`src/rtl/mem_arb_pkg.sv`:
```
// Shared types and constants for the two-port memory arbiter.
// State encoding, owner codes and wait-counter sizing.
package mem_arb_pkg;

    typedef enum logic [1:0] {
        ST_IDLE    = 2'd0,
        ST_CPU_ACC = 2'd1,
        ST_DSP_ACC = 2'd2,
        ST_DONE    = 2'd3
    } state_t;

    localparam logic [1:0] OWN_NONE = 2'b00;
    localparam logic [1:0] OWN_CPU  = 2'b01;
    localparam logic [1:0] OWN_DSP  = 2'b10;

    localparam int unsigned CNT_W   = 4;
    localparam int unsigned CNT_MAX = 15;

endpackage

```
`src/rtl/mem_arb_pick.sv`:
```
// Combinational grant picker for the memory arbiter.
// MEM_ARB_RR_EN defined: round-robin on ties; undefined: CPU has fixed priority.
module mem_arb_pick (
    input  logic cpu_req,
    input  logic dsp_req,
    input  logic last_grant,   // 1 = display was granted last
    output logic grant_cpu,
    output logic grant_dsp
);

`ifdef MEM_ARB_RR_EN
    // On a tie the port that did not win last time is served.
    assign grant_cpu = cpu_req & (~dsp_req | last_grant);
    assign grant_dsp = dsp_req & (~cpu_req | ~last_grant);
`else
    logic unused_last_grant;

    assign unused_last_grant = last_grant;
    assign grant_cpu         = cpu_req;
    assign grant_dsp         = dsp_req & ~cpu_req;
`endif

endmodule

```
`src/rtl/mem_port_arbiter.sv`:
```
// Shares one combinational RAM between the CPU port and a read-only display port.
// Tie-break policy selected by MEM_ARB_RR_EN (see mem_arb_pick).
module mem_port_arbiter
    import mem_arb_pkg::*;
#(
    parameter int unsigned ADDR_W      = 16,
    parameter int unsigned DATA_W      = 32,
    parameter int unsigned WAIT_CYCLES = 1
) (
    input  logic              clk,
    input  logic              reset,
    input  logic              cpu_req,
    input  logic              cpu_we,
    input  logic [ADDR_W-1:0] cpu_addr,
    input  logic [DATA_W-1:0] cpu_wdata,
    output logic [DATA_W-1:0] cpu_rdata,
    output logic              cpu_ack,
    input  logic              dsp_req,
    input  logic [ADDR_W-1:0] dsp_addr,
    output logic [DATA_W-1:0] dsp_rdata,
    output logic              dsp_ack,
    output logic [ADDR_W-1:0] ram_addr,
    output logic [DATA_W-1:0] ram_wdata,
    output logic              ram_we,
    input  logic [DATA_W-1:0] ram_rdata,
    output logic [1:0]        owner
);

    localparam logic [CNT_W-1:0] WAIT_INIT   = CNT_W'(WAIT_CYCLES);
    localparam logic             WE_AT_GRANT = (WAIT_CYCLES == 0);

    generate
        if (WAIT_CYCLES > CNT_MAX) begin : g_bad_wait
            $error("mem_port_arbiter: WAIT_CYCLES exceeds the 4-bit wait counter");
        end
    endgenerate

    state_t           state;
    logic [CNT_W-1:0] wait_cnt;
    logic             acc_we;
    logic             last_grant;
    logic             grant_cpu;
    logic             grant_dsp;

    mem_arb_pick u_pick (
        .cpu_req    (cpu_req),
        .dsp_req    (dsp_req),
        .last_grant (last_grant),
        .grant_cpu  (grant_cpu),
        .grant_dsp  (grant_dsp)
    );

    // ram_we is registered one cycle ahead so it is high exactly while the counter reads zero.
    always_ff @(posedge clk) begin
        if (reset) begin
            state      <= ST_IDLE;
            wait_cnt   <= '0;
            acc_we     <= 1'b0;
            last_grant <= 1'b1;
            ram_addr   <= '0;
            ram_wdata  <= '0;
            ram_we     <= 1'b0;
            cpu_rdata  <= '0;
            dsp_rdata  <= '0;
            cpu_ack    <= 1'b0;
            dsp_ack    <= 1'b0;
            owner      <= OWN_NONE;
        end else begin
            cpu_ack <= 1'b0;
            dsp_ack <= 1'b0;
            case (state)
                ST_IDLE: begin
                    if (grant_cpu) begin
                        ram_addr   <= cpu_addr;
                        ram_wdata  <= cpu_wdata;
                        acc_we     <= cpu_we;
                        ram_we     <= cpu_we & WE_AT_GRANT;
                        wait_cnt   <= WAIT_INIT;
                        owner      <= OWN_CPU;
                        last_grant <= 1'b0;
                        state      <= ST_CPU_ACC;
                    end else if (grant_dsp) begin
                        ram_addr   <= dsp_addr;
                        acc_we     <= 1'b0;
                        ram_we     <= 1'b0;
                        wait_cnt   <= WAIT_INIT;
                        owner      <= OWN_DSP;
                        last_grant <= 1'b1;
                        state      <= ST_DSP_ACC;
                    end
                end
                ST_CPU_ACC, ST_DSP_ACC: begin
                    if (wait_cnt == '0) begin
                        ram_we <= 1'b0;
                        owner  <= OWN_NONE;
                        state  <= ST_DONE;
                        if (state == ST_CPU_ACC) begin
                            cpu_ack <= 1'b1;
                            if (!acc_we) begin
                                cpu_rdata <= ram_rdata;
                            end
                        end else begin
                            dsp_ack   <= 1'b1;
                            dsp_rdata <= ram_rdata;
                        end
                    end else begin
                        wait_cnt <= wait_cnt - CNT_W'(1);
                        ram_we   <= acc_we & (wait_cnt == CNT_W'(1));
                    end
                end
                ST_DONE: begin
                    ram_we <= 1'b0;
                    state  <= ST_IDLE;
                end
                default: begin
                    ram_we <= 1'b0;
                    owner  <= OWN_NONE;
                    state  <= ST_IDLE;
                end
            endcase
        end
    end

endmodule

```
`config.mk`:
```
export PLATFORM = sky130hd
export DESIGN_NAME = mem_port_arbiter
export DESIGN_NICKNAME = d
export VERILOG_FILES = /design/src/rtl/mem_arb_pkg.sv /design/src/rtl/mem_arb_pick.sv /design/src/rtl/mem_port_arbiter.sv
export SDC_FILE = /design/constraint.sdc
export NUM_CORES = 1
export LEC_CHECK = 0
export ABC_AREA = 1
export BUFFER_PORTS_ARGS = -buffer_cell sky130_fd_sc_hd__buf_2
export CORE_MARGIN = 1.5
export CORE_UTILIZATION = 47
export CTS_CLUSTER_DIAMETER = 80
export DETAILED_ROUTE_END_ITERATION = 7
export GPL_TIMING_DRIVEN = 0
export PLACE_DENSITY = 0.8
export REMOVE_ABC_BUFFERS = 1
export SYNTH_ARGS = -nofsm -noshare
export SYNTH_HDL_FRONTEND = slang
export SYNTH_SLANG_ARGS = --single-unit
export TNS_END_PERCENT = 20
```
`constraint.sdc`:
```
create_clock -name clk -period 1.7 [get_ports clk]
set_input_delay 0.17 -clock clk [delete_from_list [all_inputs] [get_ports clk]]
set_output_delay 0.17 -clock clk [all_outputs]
set_load 0.02 [all_outputs]
```
==> flow_metrics.tcl <==
set metrics [dict create \
    status "completed" \
    stdcell_count 1074 \
    initial_core_util 0.487 \
    yosysWarnings 0 \
    synthCells 635 \
    antenna_found_initial 0 \
    placed_area_mm2 0.00585 \
    die_h_um 104 \
    ant_nets 0 \
    power.density_mw_per_mm2 1850 \
    syn_avg_cell_area_um2 7.57 \
    place_inst 949 \
    critPathKind "flop to flop" \
    dieWidth_um 104 \
    leakage_nw 3.66 \
    cts-htree-levels 4 \
    fp.coreArea_mm2 0.00986 \
    synth_cell_type_count 26 \
    n_antenna_cell 0 \
    area_delta_synth_final_pct 55.3 \
    portBuffers 217 \
    ys_ff_latch 124 \
    worst_setup_path_start_kind "flop" \
    seq_area_frac_synth 0.516 \
    slew_headroom 0.530 \
    cts_tree "yes" \
    ir_drop_mv 0.921 \
    gp_congestion 0.846 \
    cts-buffers-inserted 17 \
    hp-class "input pin to flop" \
    clockRootBuffer "clkbuf_8" \
    drc_errors 0 \
    slew_violations 0 \
    p_clk_frac 0.257 \
    layout_common_cells "217 x buf_2, 214 x nor2_1, 123 x dfxtp_1" \
    drv_cap 0 \
    wl_mm 15.6 \
    worst_slew_pin_slew_ps 705 \
    fin_crit_sh 0.993 \
    skew_ps 11.1 \
    cts_sinks 124 \
    design_area_mm2 0.00746 \
    die-area_mm2 0.0108 \
    crit_arrival_ps 2130 \
    netlist_area_mm2 0.00481 \
    clock_latency_ps 510 \
    grt_pass1_vias 5137 \
    grt_overflow 0 \
    vias_per_cell 5.00 \
    final_nets 1037 \
    final_common_cell "buf_2" \
    grt_first_pass_wirelength_mm 24.0 \
    clock_path_buffers 2 \
    grt_max_degree 120 \
    wl_per_cell_um 14.5 \
    max_freq_mhz 592 \
    dr.first_iter.drc_count 398 \
    p_sw_frac 0.421 \
    fp-row-count 36 \
    layout_min_cycle_time_ps 1690 \
    drt_first_pass_iters 5 \
    grt_use_total 0.277 \
    io-pin-count 218 \
    drive_gt1_frac 0.318 \
    power.internal_mw 8.00 \
    dp_hpwl_mm 8.24 \
    p_seq_frac 0.313 \
    pwr-share-comb 0.430 \
    p_switching_mw 5.83 \
    finalPower_mw 13.8 \
    critical_path_required_ps 2140 \
    clkTransAtPathRegs_ps 60 \
    path_max_fanout 16 \
    setup_viol 0 \
    endpoint_kind "flop" \
    hold_viol 0 \
    rsz0062_at_grt "true" \
    vias 5368 \
]
final timing paths:
path,startpoint,cells past startpoint,slack (ps),end
max,state[0]$_SDFFE_PP0P_,6,10,dsp_rdata[3]$_SDFFE_PP0P_
min,dsp_addr[10],5,20,ram_addr[10]$_SDFFE_PP0P_
max reg2reg,state[0]$_SDFFE_PP0P_,6,10,dsp_rdata[3]$_SDFFE_PP0P_
min reg2reg,owner[0]$_SDFFE_PP0P_,2,470,owner[0]$_SDFFE_PP0P_
metrics by stage:
step                 util  setup WS [ps]  hold slack (ps)  TNS, ps
floorplan               -           -219              239   -15300
global placement    0.593          -1460              410  -146810
detailed placement  0.593           -936              411   -60560
CTS                 0.746          -63.8             2.51     -467
global route        0.757          -88.0             47.4     -685
finish              0.757           11.3             16.6        0
flip-flops by register name (all words and copies together), names as in the netlist:
signal and count:
acc_we 1, cpu_ack 1, cpu_rdata 32, dsp_ack 1
dsp_rdata 32, owner 2, ram_addr 16, ram_wdata 32
ram_we 1, state 2, wait_cnt 4
cells in the mapped netlist, drive strengths merged:
cell    instances  share of area
nand3           9          0.012
o21ai         118           0.12
clkinv          1        0.00078
ha              7          0.018
o211ai          1         0.0016
inv            19          0.015
a21oi           5         0.0052
clkbuf         17          0.014
nor3            1         0.0010
nand2          74          0.058
nor2          239           0.20
buf            19          0.029
nand4           1         0.0013
dfxtp         124           0.52
worst max-delay path, cell delays in order, from the launching register on:
cell and delay [ps]:
dfxtp_2 350, inv_1 90, ha_4 330, nand3_4 180, nor2_4 420, o21ai_1 110, nor2_1 140
power by group through the flow:
| stage | sequential [mW] | clock [mW] | combinational [mW] |
|---|---|---|---|
| 2_1_floorplan | 5.39 | 0 | 2.40 |
| 3_3_place_gp | 4.31 | 0 | 5.05 |
| 3_5_place_dp | 4.34 | 0 | 5.10 |
| 4_1_cts | 4.29 | 3.59 | 5.56 |
| 5_1_grt | 4.44 | 3.74 | 6.46 |
| 6_report | 4.33 | 3.56 | 5.94 |
cell type report:
class                      instances  area, um2
timing repair inverter             1       7.51
sequential                       124       2480
tap                              133        166
fill                             669       2400
clock inverter                    14        171
inverter                          20        115
clock buffer                      17        414
timing repair buffer             307       1970
multi-input combinational        458       2130
cell families after synthesis:
kind of cell	after synthesis	share of synthesized area
simple gates	324	0.276
buf+inv	56	0.0593
flops	124	0.516
fa+ha+maj	7	0.0182
compound gates	124	0.130
routing by layer:
layer	up-vias	wire length [um]	track usage
met3	58	840	0.0602
met2	234	8050	0.502
met5	-	0	0
met4	0	658	0.156
met1	2463	6070	0.297
li1	2613	-	-
repair_timing:
action	CTS	global route
hold buffers	83	0
pin swaps	3	2
resized for setup	12	16
hold endpoints to repair	110	0
cloned	2	2
setup buffers	4	3
endpoints found under the setup margin	120	100
No activity file was read; power rests on OpenSTA's default activity.
